File: src/rtl/bus_controller.sv
// bus_controller: two-master arbiter serving an on-chip byte RAM and GPIO registers, one access at a time.
// Define BUS_PRIORITY_RR_EN to replace fixed m0-first arbitration with round-robin.
module bus_controller #(
  parameter int MEM_DEPTH   = 256,
  parameter int WAIT_STATES = 1
) (
  input  logic       clk,
  input  logic       reset,
  input  logic       m0_grant_request,
  input  logic       m0_rw,
  input  logic [8:0] m0_address,
  input  logic [7:0] m0_wdata,
  output logic [7:0] m0_rdata,
  output logic       m0_grant_given,
  input  logic       m1_grant_request,
  input  logic       m1_rw,
  input  logic [8:0] m1_address,
  input  logic [7:0] m1_wdata,
  output logic [7:0] m1_rdata,
  output logic       m1_grant_given,
  input  logic [7:0] gpio_in,
  output logic [7:0] gpio_out
);

  localparam int IDX_W = (MEM_DEPTH > 1) ? $clog2(MEM_DEPTH) : 1;

  typedef enum logic [1:0] {IDLE, ACCESS, GRANT} state_t;

  state_t           state;
  state_t           state_next;
  logic             winner;
  logic             lat_rw;
  logic [8:0]       lat_address;
  logic [7:0]       lat_wdata;
  logic [3:0]       count;
  logic [7:0]       gpio_meta;
  logic [7:0]       gpio_sync;
  logic [7:0]       mem [MEM_DEPTH];
  logic             pick_m1;
  logic             start;
  logic             do_access;
  logic [7:0]       read_data;
  logic [IDX_W-1:0] mem_index;

  assign mem_index = lat_address[IDX_W-1:0];

`ifdef BUS_PRIORITY_RR_EN
  // rr_prio names the master that wins the next tie: the one not granted most recently.
  logic rr_prio;

  assign pick_m1 = m1_grant_request & (~m0_grant_request | rr_prio);

  always_ff @(posedge clk or negedge reset) begin
    if (!reset) begin
      rr_prio <= 1'b0;
    end else if (state == GRANT) begin
      rr_prio <= ~winner;
    end
  end
`else
  assign pick_m1 = m1_grant_request & ~m0_grant_request;
`endif

  always_ff @(posedge clk or negedge reset) begin
    if (!reset) begin
      state <= IDLE;
    end else begin
      state <= state_next;
    end
  end

  always_comb begin
    state_next = state;
    start      = 1'b0;
    do_access  = 1'b0;
    case (state)
      IDLE: begin
        if (m0_grant_request || m1_grant_request) begin
          start      = 1'b1;
          state_next = ACCESS;
        end
      end
      ACCESS: begin
        if (count == 4'd0) begin
          do_access  = 1'b1;
          state_next = GRANT;
        end
      end
      GRANT:   state_next = IDLE;
      default: state_next = IDLE;
    endcase
  end

  always_comb begin
    read_data = 8'h00;
    if (!lat_address[8]) begin
      read_data = mem[mem_index];
    end else if (lat_address[7:0] == 8'h00) begin
      read_data = gpio_out;
    end else if (lat_address[7:0] == 8'h01) begin
      read_data = gpio_sync;
    end
  end

  // Grant rises on the edge that performs the access, so rdata and grant appear together.
  always_ff @(posedge clk or negedge reset) begin
    if (!reset) begin
      winner         <= 1'b0;
      lat_rw         <= 1'b0;
      lat_address    <= 9'h000;
      lat_wdata      <= 8'h00;
      count          <= 4'd0;
      m0_grant_given <= 1'b0;
      m1_grant_given <= 1'b0;
      m0_rdata       <= 8'h00;
      m1_rdata       <= 8'h00;
      gpio_out       <= 8'h00;
      gpio_meta      <= 8'h00;
      gpio_sync      <= 8'h00;
    end else begin
      m0_grant_given <= do_access & ~winner;
      m1_grant_given <= do_access & winner;
      gpio_meta      <= gpio_in;
      gpio_sync      <= gpio_meta;
      if (start) begin
        winner      <= pick_m1;
        lat_rw      <= pick_m1 ? m1_rw      : m0_rw;
        lat_address <= pick_m1 ? m1_address : m0_address;
        lat_wdata   <= pick_m1 ? m1_wdata   : m0_wdata;
        count       <= 4'(WAIT_STATES);
      end else if (state == ACCESS && count != 4'd0) begin
        count <= count - 4'd1;
      end
      if (do_access) begin
        if (lat_rw) begin
          if (lat_address == 9'h100) begin
            gpio_out <= lat_wdata;
          end
        end else if (winner) begin
          m1_rdata <= read_data;
        end else begin
          m0_rdata <= read_data;
        end
      end
    end
  end

  // RAM is deliberately left out of reset so its contents survive a reset pulse.
  always_ff @(posedge clk) begin
    if (do_access && lat_rw && !lat_address[8]) begin
      mem[mem_index] <= lat_wdata;
    end
  end

endmodule

File: config.mk
export PLATFORM = sky130hd
export DESIGN_NAME = bus_controller
export DESIGN_NICKNAME = d
export VERILOG_FILES = /design/src/rtl/bus_controller.sv
export SDC_FILE = /design/constraint.sdc
export NUM_CORES = 2
export LEC_CHECK = 0
export CELL_PAD_IN_SITES_DETAIL_PLACEMENT = 2
export CELL_PAD_IN_SITES_GLOBAL_PLACEMENT = 2
export CORE_ASPECT_RATIO = 1.5
export CORE_MARGIN = 10
export CORE_UTILIZATION = 46
export CTS_BUF_LIST = sky130_fd_sc_hd__clkbuf_4 sky130_fd_sc_hd__clkbuf_8 sky130_fd_sc_hd__clkbuf_16
export DETAILED_ROUTE_END_ITERATION = 8
export PLACE_DENSITY_LB_ADDON = 0.3
export RECOVER_POWER = 25
export SLEW_MARGIN = 20
export SYNTH_ARGS = -nofsm -noshare
export SYNTH_HDL_FRONTEND = slang
export SYNTH_SLANG_ARGS = --single-unit
File: constraint.sdc
create_clock -name clk -period 9.1 [get_ports clk]
set_input_delay 1.365 -clock clk [delete_from_list [all_inputs] [get_ports clk]]
set_output_delay 1.365 -clock clk [all_outputs]
set_load 0.01 [all_outputs]
==> impl_results.md <==
- Mapped Cells: 4,201
- Reg2Reg Depth: 1
- GRT Util Overall: 29.2%
- Hpwl dp: 169,000 microns
- WS Path Type: register to register
- Reg2reg end: mem[222][6]
- Reg2reg start: lat_wdata[6]
- Violations in the final reports: capacitance limit, slew limit
- Top post-synthesis cells by count: 2,048 x edfxtp_1, 385 x mux2i_1, 344 x mux4_2
- Avg Cell Area, Syn: 19.6 sq um
- Filler cells: 15,300
- Clock Skew: 0.0370 ns
- Via density: 6.62
- Clock edge transition at the registers on the reported setup and hold paths: 0.06 ns
- Die area: 197,000 sq um
- Worst hold path type: register to register
- Root buffer cell: clkbuf_16
- I/O Pins: 74
- Initial core utilization: 46.2%
- Postcts setup bufs: 0
- Area of the mapped netlist: 82,400 sq um
- Top cell type by total area after synthesis: edfxtp_1
- Non-filler cells, final: 6,750
- Die X: 366 microns
- H-tree levels: 4
- Min-Delay Endpoint: gpio_sync[2]
- Routed WL per cell: 42.8 microns
- Max Root-Sink Buffers: 4
- CTS tree: done
- WP data required: 8.96 ns
- Setup crit end kind: register
- Max-slew violation count: 1,184
- FMAX: 168 MHz
- Outcome: finished with violations
- DRT antenna net count: 0
- HP Start: gpio_meta[2]
- Vias after detailed routing: 44,700
- Reg-to-reg slack, setup: 3.14 ns
- Final min period: 5.96 ns
- DR pass1 iterations: 5
- Final setup vio count: 0
- Starting DRC count in detailed routing: 5,586
- Clk Latency, worst-skew pair: 0.87 ns
- Synthesis-stage register bit count: 2,115
- Async set or reset register ratio after synthesis: 3.17%
- Final Wtd Congestion: 0.823
- Area Growth Syn to Fin: 11.7%
- Final nets: 4,345
- # placed instances: 6,394
- Post-synth EDFFs: 2,048
- # hold bufs at CTS: 0
- Max Cap Viol: 18
- Dpl ws: 3.42 ns
- Max stage delay on crit path: 3.75 ns
- Max stage delay cell, worst path: clkbuf_1
- Die Y-Extent: 538 microns
- Crit path max fanout: 90
- Clk sinks: 2,115
- Vias in the first global route: 48,400
- Share of the synthesized area in the top cell type: 74.7%
- Initial antenna violation count: 9
- Floorplan row count: 190
- Worst slew margin: -256%
- Register area share after synthesis: 76.7%
- Main area contributors after synthesis: edfxtp_1 75%, mux4_2 9.4%, mux2i_1 4.7%, dfrtp_1 2.0%, nor2_1 1.4%
- Final core utilization: 51.6%
- WP buf/inv: 1
- Final hold violation count: 0
- Top FF cell, synth: edfxtp_1
- First-pass GRT wire length: 407,000 microns
- Port-buffer cells: 73
- Critical path startpoint category: register
- Overflow after GRT: 0
- Worst Hold Depth: 0
- # DRC: 0
- Critical Path, Cell by Cell: clkbuf_1
- Synthesized net count: 4,251
- Peak VDD IR: 0.000283 V
- Pin count of the biggest net entering global routing: 176
- Core area: 178,000 sq um
- Post-synth cell types: 54
- Worst endpoint data arrival time: 5.82 ns
- Final setup margin: 3.14 ns
- PostCTS Resize Cnt: 0
- Synth warn: 0
- TNS Setup: 0 ns
- Critical Path Source: lat_wdata[6]
- Cell Pwr Density: 325 nW/um^2
- Leakage: 28.9 nW
- Most common cell in the synthesized netlist: edfxtp_1
- Final wirelength: 289,000 microns
- RSZ-0062 raised after global routing: no
- Worst slew pin tran: 5.34 ns
- Cell family with most CP delay: buffers and inverters
- Minimum hold slack: 0.353 ns
- Period utilization: 65.5%
- Number of CTS-inserted buffers: 199
- Share of layout cells above drive strength 1: 18.2%
## final cells by class
class	count	area, sq um	area share, %
well taps	2304	2880	3.13
clock inverters	115	1150	1.25
flip-flops and latches	2115	63200	68.7
multi-input cells	1814	18000	19.5
clock buffers	233	5330	5.79
diodes	4	10.0	0.0109
inverters	4	15.0	0.0163
repair buffers	161	1440	1.57
## per-stage QoR
step | power (W) | cell area, sq um
4_1_cts | 0.0298 | 92000
6_report | 0.0299 | 92000
5_1_grt | 0.0306 | 92000
3_3_place_gp | 0.0205 | 85500
2_1_floorplan | 0.0177 | 82400
3_5_place_dp | 0.0210 | 85500
## registers in the layout (all words and copies together) (netlist names), 2 cells and up
register / cells
gpio_sync: 8
m0_rdata: 8
gpio_meta: 8
m1_rdata: 8
count: 4
mem: 2048
lat_address: 9
lat_wdata: 8
state: 2
gpio_out: 8
## cell families (layout without fill, tap and decap cells)
kind of cell,Yosys count,count (layout),share of synthesized area [%]
adders and majority gates,2,2,0.0304
xor gates and xnor gates,3,3,0.0319
DFF,2115,2115,76.7
other,0,4,0
buffers and inverters,272,513,1.69
AOI/OAI and AO/OA,385,385,3.58
muxes,748,748,14.3
and+or+nand+nor,676,676,3.64
## metal layers
layer  routed length, microns  up-vias  part of all wire (%)  track usage, %
li1                         -    17300                     -               -
met1                   104000    24200                    36            36.0
met2                   147000     2524                    51            49.4
met3                    20200      697                   7.0            4.46
met4                    18200        0                   6.3            15.3
met5                        0        -                     0               0
## where the power goes
| group | switching [W] | internal, W |
|---|---|---|
| registers | 0.000634 | 0.0122 |
| logic | 0.00572 | 0.00259 |
| clock network | 0.00391 | 0.00481 |
## placed cells by master, fill, tap and decap left out, types with 13 or more instances in the layout
cell,instances
a21oi_1,20
a221oi_1,48
a22o_1,45
a22oi_1,146
a31oi_1,39
a41oi_1,14
buf_4,67
bufinv_16,22
clkbuf_16,204
clkbuf_4,28
clkdlybuf4s50_1,63
clkinv_1,34
clkinv_2,37
dfrtp_1,64
edfxtp_1,2048
mux2_2,19
mux2i_1,385
mux4_2,344
nand2_1,139
nand3_1,154
nor2_1,290
nor2_2,13
o21ai_0,34
## how the worst max path moves through the flow
stage                        endpoint  slack (ns)  cells past startpoint
after detailed placement  m1_rdata[1]        3.42                      8
after floorplan             mem[0][0]        5.10                      0
after CTS                 m1_rdata[1]        3.37                      8
after global routing      mem[222][6]        2.88                      1
final                     mem[222][6]        3.14                      1
after global placement    m1_rdata[1]        3.55                      8
Power figures use the tool's default switching activity.
